## config.mk

```make
export PLATFORM = sky130hd
export DESIGN_NAME = hazard_scoreboard
export DESIGN_NICKNAME = d
export VERILOG_FILES = /design/src/rtl/hazard_scoreboard_pkg.sv /design/src/rtl/hazard_scoreboard_sb_slot_match.sv /design/src/rtl/hazard_scoreboard.sv
export SDC_FILE = /design/constraint.sdc
export NUM_CORES = 1
export LEC_CHECK = 0
export ABC_AREA = 1
export CORE_MARGIN = 3
export CORE_UTILIZATION = 49
export CTS_CLUSTER_DIAMETER = 60
export DETAILED_ROUTE_END_ITERATION = 8
export GPL_ROUTABILITY_DRIVEN = 0
export PLACE_DENSITY_LB_ADDON = 0.25
export RECOVER_POWER = 100
export SLEW_MARGIN = 20
export SYNTH_ARGS = -nofsm -noshare
export SYNTH_HDL_FRONTEND = slang
export SYNTH_SLANG_ARGS = --single-unit
```

## constraint.sdc

```tcl
create_clock -name clk -period 2.15 [get_ports clk]
set_clock_uncertainty 0.05 [all_clocks]
set_input_delay 0.215 -clock clk [delete_from_list [all_inputs] [get_ports clk]]
set_output_delay 0.215 -clock clk [all_outputs]
set_load 0.02 [all_outputs]
```

## src/rtl/hazard_scoreboard_pkg.sv

```systemverilog
// rtl/hazard_scoreboard_pkg.sv - shared types for the pipeline hazard scoreboard
package hazard_scoreboard_pkg;

  localparam int PIPE_DEPTH = 3;

  typedef enum logic [1:0] {
    ST_RUN    = 2'd0,
    ST_DRAIN  = 2'd1,
    ST_HALTED = 2'd2
  } state_e;

  // One in-flight register writer: valid, destination, and whether it is a load.
  typedef struct packed {
    logic       v;
    logic [2:0] wr_sel;
    logic       ld;
  } slot_t;

endpackage

```

## src/rtl/hazard_scoreboard_sb_slot_match.sv

```systemverilog
// rtl/hazard_scoreboard_sb_slot_match.sv - source-operand compare against one in-flight writer
module sb_slot_match
  import hazard_scoreboard_pkg::*;
(
  input  slot_t      slot,
  input  logic [2:0] rs_sel,
  input  logic       rs_used,
  input  logic [2:0] rt_sel,
  input  logic       rt_used,
  output logic       match,
  output logic       ld_match
);

  // rs and rt naming the same register collapse into one match.
  assign match    = slot.v & ((rs_used & (slot.wr_sel == rs_sel)) |
                              (rt_used & (slot.wr_sel == rt_sel)));
  assign ld_match = match & slot.ld;

endmodule

```

## src/rtl/hazard_scoreboard.sv

```systemverilog
// rtl/hazard_scoreboard.sv - ID-stage issue/stall/bubble control with halt drain
module hazard_scoreboard
  import hazard_scoreboard_pkg::*;
#(
  parameter int FWD_EN = 1,
  parameter int CNT_W  = 16
) (
  input  logic             clk,
  input  logic             rst_n,
  input  logic             id_valid,
  input  logic [2:0]       id_rs_sel,
  input  logic             id_rs_used,
  input  logic [2:0]       id_rt_sel,
  input  logic             id_rt_used,
  input  logic [2:0]       id_wr_sel,
  input  logic             id_wr_en,
  input  logic             id_mem_read,
  input  logic             id_halt,
  input  logic             flush,
  output logic             stall,
  output logic             bubble,
  output logic             halt_out,
  output logic             busy,
  output logic [CNT_W-1:0] stall_cnt
);

  localparam logic [PIPE_DEPTH-1:0] EX_ONLY   = PIPE_DEPTH'(1);
  localparam logic [PIPE_DEPTH-1:0] EX_MEM    = PIPE_DEPTH'(3);
  localparam logic [CNT_W-1:0]      CNT_MAX   = {CNT_W{1'b1}};

  slot_t                 sb [PIPE_DEPTH];
  slot_t                 new_slot;
  state_e                state;
  logic [PIPE_DEPTH-1:0] match_vec;
  logic [PIPE_DEPTH-1:0] ld_match_vec;
  logic [PIPE_DEPTH-1:0] valid_vec;
  logic                  hazard;
  logic                  issue;

  for (genvar k = 0; k < PIPE_DEPTH; k++) begin : g_slot
    sb_slot_match u_match (
      .slot     (sb[k]),
      .rs_sel   (id_rs_sel),
      .rs_used  (id_rs_used),
      .rt_sel   (id_rt_sel),
      .rt_used  (id_rt_used),
      .match    (match_vec[k]),
      .ld_match (ld_match_vec[k])
    );
    assign valid_vec[k] = sb[k].v;
  end

  // WB never contributes: the register file bypasses its own write port.
  assign hazard = (FWD_EN != 0) ? |(ld_match_vec & EX_ONLY) : |(match_vec & EX_MEM);
  assign busy   = |valid_vec;

  always_comb begin
    issue  = 1'b0;
    stall  = 1'b1;
    bubble = 1'b1;
    if (state == ST_RUN) begin
      issue  = id_valid & ~hazard & ~flush;
      stall  = id_valid & hazard & ~flush;
      bubble = ~issue;
    end
  end

  // A HALT travels down the pipe as a non-writer.
  always_comb begin
    new_slot = '0;
    if (issue & id_wr_en & ~id_halt) begin
      new_slot.v      = 1'b1;
      new_slot.wr_sel = id_wr_sel;
      new_slot.ld     = id_mem_read;
    end
  end

  always_ff @(posedge clk or negedge rst_n) begin
    if (!rst_n) begin
      for (int k = 0; k < PIPE_DEPTH; k++) sb[k] <= '0;
      state     <= ST_RUN;
      halt_out  <= 1'b0;
      stall_cnt <= '0;
    end else begin
      sb[0] <= new_slot;
      for (int k = 1; k < PIPE_DEPTH; k++) sb[k] <= sb[k-1];
      if ((state == ST_RUN) && stall && (stall_cnt != CNT_MAX))
        stall_cnt <= stall_cnt + 1'b1;
      case (state)
        ST_RUN:    if (issue & id_halt) state <= ST_DRAIN;
        ST_DRAIN:  if (!busy) begin
                     state    <= ST_HALTED;
                     halt_out <= 1'b1;
                   end
        ST_HALTED: halt_out <= 1'b1;
        default:   state <= ST_RUN;
      endcase
    end
  end

endmodule
```

==> run summary <==
After detailed routing, the total wire length is 3.36 mm. The number of antenna violations at the first check in global routing is 0. The clock sink count is 26. Entering global routing, the biggest net connects 27 pins. The largest fanout on the critical path is 3. The total setup violations reported at the end of the flow came out at 0.

Dividing the final minimum period by the clock period gives 91.2%. The area of the mapped netlist is 0.00160 mm^2. The origin of the worst setup path is sb[14]. The power density relative to cell area came out at 449 mW/mm^2. The sort of element at the end of the critical path is an output pin. The cell at the slowest stage of the critical path is sky130_fd_sc_hd__clkdlybuf4s50_1. The standard-cell row count came out at 20. The maximum clock path buffer count came out at 2. The number of hold-slack violations in the final timing report is 0. The global-route wire length before repair is 6.00 mm. The number of flops mapped to enable cells by yosys is 0. The number of clock buffers added by TritonCTS is 3. The number of port buffers is 37. The largest single stage delay on the critical path is 0.55 ns. The sequential-to-total area share from yosys stat came out at 40.7%. The number of buffers inserted by post-CTS setup repair is 0. The most critical setup path has its endpoint at busy. In the routed layout, each cell is associated on average with a via count of 4.84.

The die is 63.1 um tall. The remaining global-route overflow came out at 0. The number of cells on the critical path came out at 3. The number of top-level pins is 38.

The detail route stage leaves a number of antenna-violating nets equal to 0. The synthesized instance count is 208. The top cell types in the final layout, fill and taps aside, are sky130_fd_sc_hd__nand2_1 (53), sky130_fd_sc_hd__inv_1 (46), sky130_fd_sc_hd__dfrtp_1 (26). For this design the static power due to leakage is 1.04 nW. The number of max-capacitance violations reported is 0. For this design, the CTS-stage hold fixing added 0 buffers. The library cell used most frequently in the layout, excluding fill and tap cells, is sky130_fd_sc_hd__nand2_1. The tightest min-delay check is of the in2reg type. The upper clock frequency limit is 510 MHz.

The share of post-route cells with drive strength above 1 came out at 12.0%. The critical path arrival is 1.70 ns. Including well taps, the total number of placed cells is 291.

Broken down by cell family, the worst path's largest delay share belongs to buffers and inverters. The mean post-synth cell area came out at 7.69 um^2. At the later pin of the worst-skew pair, clock insertion delay measures 0.32 ns. The initial standard-cell utilization of the core is 52.0%. The terminus of the critical flop-to-flop path is stall_cnt[9].

The initial DRC count is 47. The flow ran to the end, and the final reports show no timing, DRC or antenna violations. The worst setup path is launched from a flip-flop. The half-perimeter wire length of the detailed placement result is 2.60 mm. The global-route usage over all layers came out at 18.6%. The post-route minimum period is 1.96 ns. The via count came out at 1429. The number of buffer and inverter stages on the critical path is 2. The layout has 282 filler cells. The level count of the clock H-tree came out at 1. The synthesized netlist net count is 227.

Setup repair after global routing left no endpoint under its margin. The number of max-slew violations in the final report came out at 0. The post-synthesis sequential element count is 26. 0 antenna diodes ended up in the layout. Adding up every negative setup slack in the final design gives 0 ns. The actual transition at the worst max-transition pin came out at 1.38 ns. The unique cell type count in the Yosys netlist is 25.

For this run, the leading register cell type out of synthesis is sky130_fd_sc_hd__dfrtp_1. Gates resized during post-CTS repair numbered 2. By startpoint and endpoint, the worst setup path is classified as reg2out. The TritonCTS clock tree is built. The via count of the first global-routing pass came out at 1431. The signal on the critical path passes through nor3_1, inv_1, clkdlybuf4s50_1. The fraction of synthesis flops using an asynchronous set or reset pin is 100%. The die covers 0.00398 mm^2. The non-filler instance count after layout is 295.

After clock tree synthesis, the clock-pin slew on the worst setup and hold paths is 0.13 ns. Across all register-to-register paths, the minimum setup slack is 0.24 ns. The relative max-transition margin is 8.29%. The iteration count of the initial detailed-routing pass came out at 4.

The net count of the finished layout is 271. VDD sags by at most 0.409 mV. The width of the die came out at 63.1 um. The worst register-to-register path begins at stall_cnt[0]. The required time at the worst-slack endpoint is 1.88 ns. Clock tree synthesis selected as its root buffer the cell sky130_fd_sc_hd__clkbuf_4.

The warning count from the yosys run came out at 0. The area growth from synthesis to layout is 28.5%. The final routed DRC violation total is 0. The standard cell core area is 0.00308 mm^2.

For the worst flop-to-flop path, the logic depth is 8. The average detailed-routed wire length per instance is 11.4 um.
==> worst min path at each step <==
stage                       startpoint            end  slack, ns  cells past startpoint
after floorplan                  rst_n       halt_out      -0.13                      0
after CTS                        rst_n  stall_cnt[11]       0.19                      2
after global placement           sb[9]          sb[4]       0.32                      0
final                     id_wr_sel[2]         sb[13]       0.35                      3
after detailed placement         sb[9]          sb[4]       0.34                      0
after global routing      id_wr_sel[0]         sb[11]       0.36                      3
==> power breakdown <==
part	leakage [nW]	total [mW]	internal [mW]	switching, mW
Clock	0.0210	0.246	0.104	0.142
Combinational	0.738	0.161	0.0680	0.0932
Sequential	0.282	0.516	0.505	0.0116
==> per-layer routing <==
layer	vias up	GRT usage [%]	wire, um
met5	-	0	0
met4	0	5.79	33
met3	4	3.03	151
met2	26	33.6	1720
met1	672	22.3	1460
li1	727	-	-
==> area by class of cell <==
| type | instances | area (um^2) | share of cell area, % |
|---|---|---|---|
| multi-input combinational | 133 | 744 | 36.2 |
| tap | 44 | 55.1 | 2.68 |
| sequential | 26 | 651 | 31.7 |
| clock buffer | 4 | 36.3 | 1.77 |
| inverter | 47 | 176 | 8.59 |
| timing repair buffer | 41 | 392 | 19.1 |
==> registers in the layout (all words and copies together) (netlist names) <==
register,cells
halt_out,1
stall_cnt,16
sb,7
state,2
==> synthesized netlist by cell type (2+ instances only) <==
cell | count | area share, %
sky130_fd_sc_hd__buf_6 | 2 | 1.4
sky130_fd_sc_hd__o21ai_0 | 3 | 0.94
sky130_fd_sc_hd__inv_2 | 2 | 0.47
sky130_fd_sc_hd__xor2_1 | 2 | 1.1
sky130_fd_sc_hd__nand3_1 | 8 | 2.5
sky130_fd_sc_hd__nand3_2 | 12 | 7.5
sky130_fd_sc_hd__nor3_1 | 4 | 1.3
sky130_fd_sc_hd__nor2_2 | 5 | 2.0
sky130_fd_sc_hd__nand2_1 | 53 | 12
sky130_fd_sc_hd__o21bai_1 | 13 | 6.1
sky130_fd_sc_hd__nand4_1 | 4 | 1.6
sky130_fd_sc_hd__inv_1 | 45 | 11
sky130_fd_sc_hd__nor2_1 | 17 | 4.0
sky130_fd_sc_hd__dfrtp_1 | 26 | 41
sky130_fd_sc_hd__nor2_4 | 2 | 1.4
==> logic make-up (layout without fill, tap and decap cells) <==
kind of cell	count (synthesis)	count (layout)	share of synthesized area, %
compound gates	18	18	7.75
xor+xnor	3	3	1.64
fa+ha+maj	1	1	0.782
buf+inv	49	92	12.4
flops	26	26	40.7
simple gates	111	111	36.7
==> worst reg2reg max path: stages (launching register included) <==
cell                       delay, ns
sky130_fd_sc_hd__dfrtp_1        0.43
sky130_fd_sc_hd__ha_1           0.22
sky130_fd_sc_hd__nand3_1        0.21
sky130_fd_sc_hd__nor2_4         0.22
sky130_fd_sc_hd__nand4_4        0.15
sky130_fd_sc_hd__nand4_2        0.11
sky130_fd_sc_hd__clkbuf_2       0.29
sky130_fd_sc_hd__o21bai_1       0.12
sky130_fd_sc_hd__nand2_1        0.07
==> metrics by stage <==
stage                     hold slack, ns  cell area, um^2  util [%]  worst slack (ns)  total power, mW
after global placement             0.318             2030      66.0            0.0469            0.694
after detailed placement           0.335             2030      66.0            0.0186            0.700
after global routing               0.357             2050      66.7            0.0648            0.973
after CTS                          0.188             2070      67.1             0.165            0.938
final                              0.348             2050      66.7             0.189            0.923
after floorplan                   -0.131             1600         -             0.446            0.608
Note: power is estimated with default switching activity, not from simulation.
